**src/rtl/dda_stepper.sv**
```systemverilog
// Iterative DDA ray-march stepper: advances the nearer grid boundary with
// saturating adds, queries the maze map per step, reports hit or timeout.
module dda_stepper #(
  parameter int WIDTH      = 16,
  parameter int FRAC_WIDTH = 8,
  parameter int MAP_BITS   = 5,
  parameter int MAX_STEPS  = 64
) (
  input  logic                clk_in,
  input  logic                rst_in,
  input  logic                start_valid,
  output logic                start_ready,
  input  logic [MAP_BITS-1:0] map_x_in,
  input  logic [MAP_BITS-1:0] map_y_in,
  input  logic                step_x_in,
  input  logic                step_y_in,
  input  logic [WIDTH-1:0]    side_dist_x_in,
  input  logic [WIDTH-1:0]    side_dist_y_in,
  input  logic [WIDTH-1:0]    delta_dist_x_in,
  input  logic [WIDTH-1:0]    delta_dist_y_in,
  output logic                map_req_valid,
  output logic [MAP_BITS-1:0] map_addr_x,
  output logic [MAP_BITS-1:0] map_addr_y,
  input  logic                map_rsp_valid,
  input  logic [3:0]          map_rsp_cell,
  output logic                result_valid,
  input  logic                result_ready,
  output logic [MAP_BITS-1:0] hit_x,
  output logic [MAP_BITS-1:0] hit_y,
  output logic                hit_side,
  output logic [3:0]          hit_cell,
  output logic [WIDTH-1:0]    perp_dist,
  output logic                timeout,
  output logic                ovrflw
);

  // The datapath is format-agnostic; the fractional split only has to fit.
  if (FRAC_WIDTH >= WIDTH) begin : g_frac_check
    $error("FRAC_WIDTH must be smaller than WIDTH");
  end

  localparam int CNT_W = $clog2(MAX_STEPS + 1);
  localparam logic [CNT_W-1:0]    CNT_MAX = CNT_W'(MAX_STEPS);
  localparam logic [WIDTH-1:0]    SAT_MAX = {1'b0, {(WIDTH-1){1'b1}}};
  localparam logic [WIDTH-1:0]    SAT_MIN = {1'b1, {(WIDTH-1){1'b0}}};
  localparam logic [MAP_BITS-1:0] INC_ONE = MAP_BITS'(1);
  localparam logic [MAP_BITS-1:0] DEC_ONE = '1;

  typedef enum logic [1:0] {S_IDLE, S_STEP, S_LOOKUP, S_DONE} state_t;

  state_t               state, state_nxt;
  logic [WIDTH-1:0]     side_x, side_y, delta_x, delta_y, perp_cand;
  logic [MAP_BITS-1:0]  map_x, map_y;
  logic                 step_x, step_y;
  logic [CNT_W-1:0]     step_cnt;

  logic                 step_is_x;
  logic [WIDTH-1:0]     sel_side, sel_delta, sat_val;
  logic [WIDTH:0]       sum;
  logic                 clip;

  // Ties step Y; the sum is formed one bit wider so overflow shows as a sign mismatch.
  always_comb begin
    step_is_x = $signed(side_x) < $signed(side_y);
    sel_side  = step_is_x ? side_x  : side_y;
    sel_delta = step_is_x ? delta_x : delta_y;
    sum       = {sel_side[WIDTH-1], sel_side} + {sel_delta[WIDTH-1], sel_delta};
    clip      = sum[WIDTH] ^ sum[WIDTH-1];
    sat_val   = sum[WIDTH-1:0];
    if (clip) sat_val = sum[WIDTH] ? SAT_MIN : SAT_MAX;
  end

  always_comb begin
    state_nxt = state;
    case (state)
      S_IDLE:   if (start_valid) state_nxt = S_STEP;
      S_STEP:   state_nxt = S_LOOKUP;
      S_LOOKUP: if (map_rsp_valid) begin
                  if (map_rsp_cell != 4'd0 || step_cnt == CNT_MAX) state_nxt = S_DONE;
                  else                                             state_nxt = S_STEP;
                end
      S_DONE:   if (result_ready) state_nxt = S_IDLE;
      default:  state_nxt = S_IDLE;
    endcase
  end

  always_ff @(posedge clk_in or negedge rst_in) begin
    if (!rst_in) begin
      state         <= S_IDLE;
      side_x        <= '0;
      side_y        <= '0;
      delta_x       <= '0;
      delta_y       <= '0;
      perp_cand     <= '0;
      map_x         <= '0;
      map_y         <= '0;
      step_x        <= 1'b0;
      step_y        <= 1'b0;
      step_cnt      <= '0;
      map_req_valid <= 1'b0;
      hit_side      <= 1'b0;
      hit_cell      <= '0;
      timeout       <= 1'b0;
      ovrflw        <= 1'b0;
    end else begin
      state         <= state_nxt;
      map_req_valid <= 1'b0;
      case (state)
        S_IDLE: if (start_valid) begin
          side_x   <= side_dist_x_in;
          side_y   <= side_dist_y_in;
          delta_x  <= delta_dist_x_in;
          delta_y  <= delta_dist_y_in;
          map_x    <= map_x_in;
          map_y    <= map_y_in;
          step_x   <= step_x_in;
          step_y   <= step_y_in;
          step_cnt <= '0;
          ovrflw   <= 1'b0;
          timeout  <= 1'b0;
          hit_cell <= '0;
        end
        S_STEP: begin
          perp_cand     <= sel_side;
          step_cnt      <= step_cnt + CNT_W'(1);
          map_req_valid <= 1'b1;
          if (clip) ovrflw <= 1'b1;
          if (step_is_x) begin
            side_x   <= sat_val;
            map_x    <= map_x + (step_x ? DEC_ONE : INC_ONE);
            hit_side <= 1'b0;
          end else begin
            side_y   <= sat_val;
            map_y    <= map_y + (step_y ? DEC_ONE : INC_ONE);
            hit_side <= 1'b1;
          end
        end
        S_LOOKUP: if (map_rsp_valid) begin
          if (map_rsp_cell != 4'd0)   hit_cell <= map_rsp_cell;
          else if (step_cnt == CNT_MAX) timeout <= 1'b1;
        end
        default: ;
      endcase
    end
  end

  assign start_ready  = (state == S_IDLE);
  assign result_valid = (state == S_DONE);
  assign map_addr_x   = map_x;
  assign map_addr_y   = map_y;
  assign hit_x        = map_x;
  assign hit_y        = map_y;
  assign perp_dist    = perp_cand;

endmodule

```
**config.mk**
```make
export PLATFORM = sky130hd
export DESIGN_NAME = dda_stepper
export DESIGN_NICKNAME = d
export VERILOG_FILES = /design/src/rtl/dda_stepper.sv
export SDC_FILE = /design/constraint.sdc
export NUM_CORES = 1
export LEC_CHECK = 0
export ABC_AREA = 1
export CORE_ASPECT_RATIO = 0.5
export CORE_MARGIN = 10
export CORE_UTILIZATION = 54
export CTS_CLUSTER_SIZE = 28
export DETAILED_ROUTE_END_ITERATION = 8
export HOLD_SLACK_MARGIN = 0.15
export MAX_ROUTING_LAYER = met4
export PLACE_DENSITY = 0.87
export REMOVE_ABC_BUFFERS = 1
export SYNTH_ARGS = -nofsm -noshare
export SYNTH_HDL_FRONTEND = slang
export SYNTH_SLANG_ARGS = --single-unit
```
**constraint.sdc**
```tcl
create_clock -name clk_in -period 5.1 [get_ports clk_in]
set_clock_uncertainty 0.05 [all_clocks]
set_input_delay 0.765 -clock clk_in [delete_from_list [all_inputs] [get_ports clk_in]]
set_output_delay 0.765 -clock clk_in [all_outputs]
set_load 0.05 [all_outputs]
```
==> results.toml <==
[run_status]
status = "finished, final reports clean"

[drt]
route.vias.total = 7197
drt_wl_total_um = 21680
routedWlPerCell_um = 16.83
drc = 0
drtPass1Iterations = 5
vias_per_cell = 5.588
ant_nets = 0
first_iter_violations = 685

[final_layout]
fin_util_pct = 68.51
drive_gt1_share_pct = 5.456
layout.cells.non_filler = 1288
num_antenna_cells = 0
syn2layout_area_growth_pct = 22.65
nNetsFinal = 1240

[placed_design]
dpl.cell_count = 1272
dp_hpwl_um = 16080
port-buffer-count = 130
gp_congestion = 0.9581

[grt]
antenna_found_initial = 0
gr-usage-met2_pct = 39.96
grt_pass1_vias = 7139
grt_overflow = 0
grt_first_pass_wirelength_um = 35270
grt_max_degree = 75
grt_busiest_layer = "met2"
track_usage_pct = 23.83
met1_usage_pct = 29.72
use_met3_pct = 4.306

[floorplan]
die_area_sq_mm = 0.01853
die_x_um = 182.8
fp.dieH_um = 101.4
initial_core_util_pct = 55.86
core-area_sq_mm = 0.01281
io_pins = 131
row_count = 29

[worst_setup_path]
crit_path_end_kind = "flop"
r2r_setup_slack_ns = 0.52
cpPeakStageDelay_ns = 0.45
cp_max_fo = 15
arrival_ns = 4.84
r2r_cells = 26
r2r_start = "side_y[13]$_DFFE_PN0P_"
crit_type = "reg2reg"
cp.required_ns = 5.36
cpMaxStageDelayCell = "a21oi_1"
reg2reg_to = "side_x[1]$_DFFE_PN0P_"
crit_top_cell = "nand2_1"
crit_path_start_kind = "flop"

[synth]
synth-edff-count = 0
yosysWarningCount = 0
synth_common_cells = "nand2_1, nand3_1, dfrtp_1, inv_1, ha_1"
synth.most_common_cell = "nand2_1"
synth_top_cell_area_share_pct = 38.13
ys_seq_area_share_pct = 38.13
synth-async-reset-ratio_pct = 100.0
syn_area_sq_mm = 0.007154
post_synth_num_cell_types = 36
yosysTopAreaCell = "dfrtp_1"
synthTopCellsByArea = "dfrtp_1, nand2_1, nand3_1"
syn_avg_cell_area_sq_um = 7.077
ys.flop_type = "dfrtp_1"
syn_inst = 1011
ys_ff_latch = 109

[cts]
cts.sinks = 109
post_cts_buffers = 0
h-tree-depth = 3
clkSlewWorstSetupHoldPaths_ns = 0.09
ctsResizeCount = 0
clk_latency_ns = 0.37
clockBufferDepth = 2
cts_buffers = 9
root_buffer = "clkbuf_16"
cts_hold_buf = 0
cts_tree = "yes"

[timing]
finalCritPeriodShare_pct = 89.80
period_needed_ns = 4.580
slew_violations = 0
worst_pin_slew_ns = 1.011
relSlewSlack_pct = 32.62
rsz0062_at_grt = "false"
tns_ns = 0
worst_hold_slack_ns = 0.4305
final-hold-violation-count = 0
max_freq_mhz = 218.3
setup_viol = 0

[worst_hold_path]
worstHoldEndpoint = "delta_x[8]$_DFFE_PN0P_"
hold_class = "reg2reg"
whs_path_depth = 2
hp-start = "delta_x[8]$_DFFE_PN0P_"

[flow_run]
cap_violations = 0
[stage by stage]
stage / setup slack, ns / instance area, sq um
6_report: 0.5200 / 8775
3_3_place_gp: 0.8956 / 8474
4_1_cts: 0.6817 / 8775
3_5_place_dp: 0.7274 / 8474
2_1_floorplan: 0.8266 / 6863
5_1_grt: 0.1353 / 8775
[cells in the final DEF, fill, tap and decap left out, types with 2 or more instances in the layout]
cell,instances
xor2_1,13
o21ai_0,29
a21oi_2,3
inv_1,80
nand3b_1,9
nand2_1,451
and2_1,16
clkbuf_16,9
ha_1,39
inv_8,4
nand3_1,116
a21oi_1,22
nand4_1,2
inv_2,4
a31oi_1,3
o21a_1,2
nand3_2,13
clkdlybuf4s50_1,129
fa_1,3
dfrtp_1,109
nand2_2,7
nor2_1,18
buf_4,13
nor3_1,5
o31ai_1,2
o21bai_1,2
xnor2_1,2
[cell type report]
| type | count | area [sq um] |
|---|---|---|
| Multi-Input combinational cell | 767 | 3830 |
| Tap cell | 170 | 212.7 |
| Clock inverter | 7 | 75.07 |
| Fill cell | 1065 | 4034 |
| Inverter | 84 | 315.3 |
| Sequential cell | 109 | 2728 |
| Timing Repair Buffer | 142 | 1389 |
| Clock buffer | 9 | 225.2 |
[kinds of logic after synthesis]
kind of cell               after synthesis  synth area share, %
AOI/OAI and AO/OA                       67                5.212
xor gates and xnor gates                15                1.836
adders and majority gates               42                7.660
buffers and inverters                  135                8.482
DFF                                    109                38.13
and+or+nand+nor                        643                38.68
[how the worst max path moves through the flow]
| stage | start | end |
|---|---|---|
| 2_1_floorplan | state[1]$_DFFE_PN0P_ | side_x[0]$_DFFE_PN0P_ |
| 3_5_place_dp | side_x[15]$_DFFE_PN0P_ | side_x[4]$_DFFE_PN0P_ |
| 4_1_cts | side_y[13]$_DFFE_PN0P_ | side_x[4]$_DFFE_PN0P_ |
| 6_report | side_y[13]$_DFFE_PN0P_ | side_x[1]$_DFFE_PN0P_ |
| 5_1_grt | side_y[13]$_DFFE_PN0P_ | side_y[0]$_DFFE_PN0P_ |
| 3_3_place_gp | side_y[13]$_DFFE_PN0P_ | side_y[4]$_DFFE_PN0P_ |
[registers in the layout (all words and copies together), names as in the netlist, 2 cells and up]
signal     cells
delta_y       16
state          2
hit_cell       4
hit_y          5
side_x        16
perp_dist     16
delta_x       16
side_y        16
hit_x          5
step_cnt       7
[worst max-delay path, delay by kind of cell (launching register included)]
kind	cells	cell delay, ns
adder cells (fa/ha/maj)	3	0.90
flip-flops	1	0.39
AND/OR/NAND/NOR	17	1.80
AO/OA/AOI/OAI	4	0.98
buffers and inverters	2	0.39
[routing by layer]
layer / part of all wire (%) / vias up
met3: 7.6 / 28
met1: 43 / 3454
li1: - / 3396
met2: 48 / 319
met4: 1.0 / 0
met5: 0 / -
Power is left out: the tool's default activity adds up to more than one toggle a clock period on the data nets, which glitch-free logic cannot reach.
